[src/rtl/map_cfg_loader.sv]
// Mapper configuration loader: receives a checksummed frame from the MCU byte link
// and commits it atomically while the console CPU is held in reset, then pulses map_rst.
// Optional build macro MAP_CFG_TIMEOUT_EN adds an inter-byte timeout in DATA/CSUM.
module map_cfg_loader #(
  parameter int          CFG_BYTES   = 8,
  parameter logic [7:0]  HDR_BYTE    = 8'hA5,
  parameter int          RST_HOLD    = 16,
  parameter int          TIMEOUT_CYC = 65535
) (
  input  logic                   clk,
  input  logic                   rst,
  input  logic [7:0]             rx_dat,
  input  logic                   rx_we,
  output logic                   rx_rdy,
  input  logic                   cpu_rst,
  output logic [7:0]             map_idx,
  output logic [3:0]             map_sub,
  output logic [CFG_BYTES*8-1:0] cfg_dat,
  output logic                   cfg_ok,
  output logic                   map_rst,
  output logic                   busy,
  output logic [7:0]             err_cnt
);

  localparam int IW = $clog2(CFG_BYTES);
  localparam int HW = (RST_HOLD > 1) ? $clog2(RST_HOLD) : 1;

  generate
    if (CFG_BYTES < 2 || RST_HOLD < 1 || TIMEOUT_CYC < 1) begin : g_param_check
      $error("map_cfg_loader: illegal parameter value");
    end
  endgenerate

  typedef enum logic [2:0] {
    S_IDLE,
    S_DATA,
    S_CSUM,
    S_WAIT,
    S_HOLD
  } state_t;

  state_t                 state_reg, state_next;
  logic [7:0]             acc_reg;
  logic [IW-1:0]          idx_reg;
  logic [HW-1:0]          hold_reg;
  logic [7:0]             shadow_reg [CFG_BYTES];
  logic [CFG_BYTES*8-1:0] shadow_flat;

  logic accept;
  logic last_data;
  logic csum_bad;
  logic commit;
  logic timeout;

  assign accept    = rx_we & rx_rdy;
  assign last_data = (idx_reg == IW'(CFG_BYTES - 1));
  assign csum_bad  = (state_reg == S_CSUM) && accept && (rx_dat != acc_reg);
  assign commit    = (state_reg == S_WAIT) && cpu_rst;

`ifdef MAP_CFG_TIMEOUT_EN
  localparam int TW = $clog2(TIMEOUT_CYC + 1);
  logic [TW-1:0] to_cnt_reg;
  logic          in_frame;

  assign in_frame = (state_reg == S_DATA) || (state_reg == S_CSUM);
  assign timeout  = in_frame && !accept && (to_cnt_reg == TW'(TIMEOUT_CYC - 1));

  always_ff @(posedge clk) begin
    if (rst || !in_frame || accept) begin
      to_cnt_reg <= '0;
    end else begin
      to_cnt_reg <= to_cnt_reg + TW'(1);
    end
  end
`else
  assign timeout = 1'b0;
`endif

  // Shadow bytes are written by position so the commit can copy them all in one edge.
  generate
    for (genvar gi = 0; gi < CFG_BYTES; gi++) begin : g_shadow
      always_ff @(posedge clk) begin
        if (rst) begin
          shadow_reg[gi] <= 8'h00;
        end else if ((state_reg == S_DATA) && accept && (idx_reg == IW'(gi))) begin
          shadow_reg[gi] <= rx_dat;
        end
      end
      assign shadow_flat[gi*8 +: 8] = shadow_reg[gi];
    end
  endgenerate

  always_ff @(posedge clk) begin
    if (rst) begin
      state_reg <= S_IDLE;
    end else begin
      state_reg <= state_next;
    end
  end

  always_comb begin
    state_next = state_reg;
    rx_rdy     = 1'b0;
    busy       = 1'b1;
    case (state_reg)
      S_IDLE: begin
        rx_rdy = 1'b1;
        busy   = 1'b0;
        if (accept && (rx_dat == HDR_BYTE)) state_next = S_DATA;
      end
      S_DATA: begin
        rx_rdy = 1'b1;
        if (timeout)                  state_next = S_IDLE;
        else if (accept && last_data) state_next = S_CSUM;
      end
      S_CSUM: begin
        rx_rdy = 1'b1;
        if (timeout)     state_next = S_IDLE;
        else if (accept) state_next = (rx_dat == acc_reg) ? S_WAIT : S_IDLE;
      end
      S_WAIT: begin
        if (cpu_rst) state_next = S_HOLD;
      end
      S_HOLD: begin
        if (hold_reg == '0) state_next = S_IDLE;
      end
      default: state_next = S_IDLE;
    endcase
  end

  always_ff @(posedge clk) begin
    if (rst) begin
      acc_reg  <= 8'h00;
      idx_reg  <= '0;
      hold_reg <= '0;
      map_idx  <= 8'h00;
      map_sub  <= 4'h0;
      cfg_dat  <= '0;
      cfg_ok   <= 1'b0;
      map_rst  <= 1'b0;
      err_cnt  <= 8'h00;
    end else begin
      if ((state_reg == S_IDLE) && accept && (rx_dat == HDR_BYTE)) begin
        acc_reg <= HDR_BYTE;
        idx_reg <= '0;
      end else if ((state_reg == S_DATA) && accept) begin
        acc_reg <= acc_reg ^ rx_dat;
        idx_reg <= idx_reg + IW'(1);
      end

      if ((csum_bad || timeout) && (err_cnt != 8'hFF)) begin
        err_cnt <= err_cnt + 8'h01;
      end

      // All live fields move together on the commit edge.
      if (commit) begin
        cfg_dat  <= shadow_flat;
        map_idx  <= shadow_reg[0];
        map_sub  <= shadow_reg[1][3:0];
        cfg_ok   <= 1'b1;
        map_rst  <= 1'b1;
        hold_reg <= HW'(RST_HOLD - 1);
      end else if (state_reg == S_HOLD) begin
        if (hold_reg == '0) map_rst  <= 1'b0;
        else                hold_reg <= hold_reg - HW'(1);
      end
    end
  end

endmodule

[config.mk]
export PLATFORM = sky130hd
export DESIGN_NAME = map_cfg_loader
export DESIGN_NICKNAME = d
export VERILOG_FILES = /design/src/rtl/map_cfg_loader.sv
export SDC_FILE = /design/constraint.sdc
export NUM_CORES = 1
export LEC_CHECK = 0
export ABC_AREA = 1
export BUFFER_PORTS_ARGS = -buffer_cell sky130_fd_sc_hd__buf_2
export CORE_MARGIN = 2
export CORE_UTILIZATION = 56
export CTS_BUF_LIST = sky130_fd_sc_hd__clkbuf_16
export DETAILED_ROUTE_END_ITERATION = 6
export PLACE_DENSITY_LB_ADDON = 0.2
export SYNTH_ARGS = -nofsm -noshare
export SYNTH_HDL_FRONTEND = slang
export SYNTH_SLANG_ARGS = --single-unit
[constraint.sdc]
create_clock -name clk -period 3 [get_ports clk]
set_input_delay 0.6 -clock clk [delete_from_list [all_inputs] [get_ports clk]]
set_output_delay 0.6 -clock clk [all_outputs]
set_load 0.03 [all_outputs]
### Word-level counts from Yosys, hierarchy flattened

Memories as Yosys holds them, arrays and structs flattened. A register that Yosys moved wholly into a read port is not among the register bits.
Index checks and enable logic that the tools add are counted.
Widths: inputs -> output; s select.

| operators by class | value |
|---|---|
| add/subtract/negate cells | 3 |
| $mul | 0 |
| div/mod/pow operators | 0 |
| $lt $le $gt $ge | 0 |
| equal/unequal tests | 21 |
| shifts and indexed selects | 0 |
| multiplexer cells | 51 |
| bitwise logic cells | 10 |
| reduce and logical (&&, ||, !) cells | 28 |

Operators by type and width:

| cell | number |
|---|---|
| $mux 8 | 10 |
| $mux 1 | 31 |
| $logic_and 1x1->1 | 17 |
| $eq 3x3->1 const B | 5 |
| $mux 3 | 5 |
| $pmux 3 s5 | 1 |
| $eq 3x2->1 const B | 4 |
| $mux 4 | 3 |
| $ne 2x2->1 const B | 5 |
| $add 8x1->8 const B | 1 |
| $eq 8x8->1 | 1 |
| $eq 8x8->1 const B | 1 |
| $ne 8x8->1 | 1 |
| $ne 8x8->1 const B | 1 |
| $or 1x1->1 | 8 |
| $xor 8x8->8 | 1 |
| $eq 3x1->1 const B | 2 |
| $logic_not 3->1 | 2 |
| $reduce_bool 2->1 | 3 |
| $reduce_and 5->1 | 1 |
| $logic_not 4->1 | 1 |
| $reduce_and 2->1 | 2 |
| $sub 4x1->4 const B | 1 |
| $add 3x1->3 const B | 1 |
| other kinds (5) | 5 |

| word-level totals | value |
|---|---|
| register bits | 104 |
| bits in latches | 0 |
| memory bits (writable) | 64 |
| ROM bits | 0 |
| input bits | 12 |
| output and inout port bits | 88 |
| word-level logic and storage cells | 125 |
| memories | 1 |

Memory list:

| memory | depth | bits a word | read ports | clocked after Yosys merged registers in | wr ports | RTL line | source |
|---|---|---|---|---|---|---|---|
| shadow_reg | 8 | 8 | 8 | 6 | 8 | 46 | `logic [7:0] shadow_reg [CFG_BYTES];` |

### Depth between registers and ports, before layout

| logic depth | value |
|---|---|
| depth after elaboration | 10 |
| mapped depth | 10 |
| mapped depth without buffers | 10 |

### Worst setup path after synthesis

No wires, ideal clock.

| timing path | value |
|---|---|
| kind | flip-flop to flip-flop |
| start point | reg state_reg[2] |
| end point | mem shadow_reg[0][0] (enable) |
| library setup time | 0.384 ns |
| arrival | 1.567 ns |
| data required time | 2.616 ns |
| setup slack | 1.049 ns |
| stages on the path, launching flop included | 5 |
| buffers on the path | 1 |
| clock period less this slack | 1.951 ns |
| cells stage by stage | dfxtp_1 -> nor3_4 -> nand2_4 -> clkbuf_1 -> o21ai_0 |

RTL lines:

| element | RTL line | source |
|---|---|---|
| start: declaration | 42 | `state_t state_reg, state_next;` |
| start signal: assignment | 97 | `state_reg <= state_next;` |
| end: declaration | 46 |  |

==> results_dict.tcl <==
set metrics [dict create \
    outcome "complete, no violations" \
    ir_worst_vdd_uv 429.1 \
    drv_cap 0 \
    gp_congestion 0.8330 \
    syn_avg_cell_area_um2 9.163 \
    final_nets 801 \
    dp.cells 905 \
    drc 0 \
    clock_skew_ns 0.008496 \
    drive_above_1_share_pct 22.80 \
    async_flop_share_pct 0 \
    synth_warnings 0 \
    placed_area_um2 6868 \
    syn_area_um2 6405 \
    path_depth 4 \
    cts_sinks 156 \
    grt_use_met1_pct 28.78 \
    cp-end-kind "register" \
    grt_pass1_wl_um 21750 \
    wirelength_um 13140 \
    post-synth-top-area-cell "edfxtp_1" \
    synth_ff_type "dfxtp_1" \
    cp.required_ns 3.03 \
    power.density_nw_per_um2 631.4 \
    std_cell_rows 39 \
    rsz0062_at_grt "no" \
    syn_inst 699 \
    synth_edf_count 64 \
    tns_ns 0 \
    cp_data_arrival_time_ns 2.25 \
    p_leak_nw 3.119 \
    cts_tree "yes" \
    cp_slowest_stage_delay_ns 0.94 \
    ys_seq_area_share_pct 58.76 \
    whs_path_depth 2 \
    cts_max_path_buffers 2 \
    fmax_mhz 449.5 \
    drv_slew 0 \
    cts.repair.resized 0 \
    layout_commonest_cell "nand2_1" \
    initial_core_util_pct 56.82 \
    layout.cells.non_filler 937 \
    synthTopCellsByArea "edfxtp_1 (30%), dfxtp_1 (29%), nand2_1 (12%)" \
    grt_pass1_vias 4602 \
    grt_usage_pct 22.34 \
    finalSetupViolations 0 \
    slew_headroom_pct 21.05 \
    path_max_fanout 19 \
    final_area_um2 7493 \
    grt.busiest_layer "met2" \
    grt_max_degree 82 \
    start_kind "register" \
    dp_hpwl_um 8602 \
    cp_top_family "compound AO/OA/AOI/OAI gates" \
    cts-buffers-inserted 17 \
    area_growth_syn_to_layout_pct 17.00 \
    io_pins 100 \
    dr.pass1.iters 5 \
    syn-num-nets 719 \
    utilization_pct 66.48 \
    slowest_stage "o21ai_0" \
    finalCriticalPeriod_ns 2.224 \
    reg2regPathDepth 4 \
    path_clk_slew_ns 0.06 \
    cts-root-buf "clkbuf_16" \
    cts_htree_levels 4 \
    grt-ovfl-total 0 \
    cts.hold.buffers_added 0 \
    antenna_found_initial 0 \
    dieArea_um2 12310 \
    path_cells "inv_2 > nor3_4 > nand2_4 > o21ai_0" \
    dieHeight_um 110.9 \
    n_antenna_cell 0 \
    hp-class "reg -> reg" \
    ys_types 30 \
    mostFrequentLayoutCells "nand2_1 (202), buf_2 (99), nor2_1 (93)" \
    r2r_slack_ns 0.78 \
    met3_usage_pct 5.303 \
    path_class "reg -> reg" \
    worst-path-buf-inv 1 \
    vias 4830 \
    postCtsSetupBuffers 0 \
    core_um2 11270 \
    die_w_um 110.9 \
    routed_via_density 5.155 \
    final_hold_viol_count 0 \
    ys_ff_latch 156 \
    tightest_slew_ns 1.172 \
    clk-insertion-delay-late_ns 0.42 \
    fin_crit_sh_pct 74.15 \
    ant_nets 0 \
    globalRouteMet2Util_pct 36.61 \
    drtIter0Drc 380 \
    port_buffers 99 \
    routedWlPerCell_um 14.02 \
    yosysTopAreaCellShare_pct 30.01 \
]
## metal layers
| layer | part of all wire (%) | vias up | wire, um |
|---|---|---|---|
| li1 | - | 2414 | - |
| met1 | 45 | 2247 | 5902 |
| met2 | 48 | 147 | 6280 |
| met3 | 5.4 | 22 | 715 |
| met4 | 1.8 | 0 | 236 |
| met5 | 0 | - | 0 |
## cells in the mapped netlist (8+ instances only)
| cell type | instances |
|---|---|
| a21oi_2 | 10 |
| nand3_1 | 14 |
| a21oi_1 | 83 |
| dfxtp_1 | 92 |
| ha_1 | 8 |
| nor2_1 | 93 |
| nand2_2 | 13 |
| buf_4 | 14 |
| edfxtp_1 | 64 |
| inv_1 | 31 |
| buf_2 | 10 |
| o21ai_0 | 14 |
| nand2_1 | 202 |
| clkbuf_1 | 13 |
| inv_2 | 12 |
## per-stage QoR
step	worst slack (ns)	power [mW]	hold WS (ns)
5_1_grt	0.5633	4.881	0.4801
3_3_place_gp	0.8433	2.517	0.4506
6_report	0.7755	4.731	0.4617
4_1_cts	0.7615	4.758	0.4633
2_1_floorplan	1.049	2.468	0.4451
3_5_place_dp	0.8218	2.523	0.4543
## area by class of cell
class                   instances  area (um2)
inverters                      43       161.4
multi-input cells             459        2218
clock buffers                  18       450.4
flip-flops and latches        156        3764
clock inverters                14       175.2
well taps                     143       178.9
fillers                       919        3779
repair buffers                104       545.5
## report_power, final
part | switching [mW] | total, mW | internal (mW)
logic | 0.157 | 0.205 | 0.0479
registers | 0.0235 | 2.28 | 2.25
clock network | 0.822 | 2.25 | 1.43
## cells by family (layout without fill, tap and decap cells)
family | after synthesis | after routing | share of synthesized area [%]
and+or+nand+nor | 335 | 335 | 22.99
xor gates and xnor gates | 6 | 6 | 0.8205
adders and majority gates | 8 | 8 | 1.563
DFF | 156 | 156 | 58.76
buffers and inverters | 84 | 179 | 6.603
AOI/OAI and AO/OA | 110 | 110 | 9.260
## final timing paths
kind	startpoint	end
max reg2reg	state_reg[0]	shadow_reg[2][13]
min	cfg_dat[39]	cfg_dat[39]
max	state_reg[0]	shadow_reg[2][13]
min reg2reg	cfg_dat[39]	cfg_dat[39]
## worst reg2reg max path, stage by stage (launching register included)
cell and delay [ns]:
dfxtp_1 0.43, inv_2 0.09, nor3_4 0.19, nand2_4 0.17
o21ai_0 0.95
No activity file was read; power rests on OpenSTA's default activity.
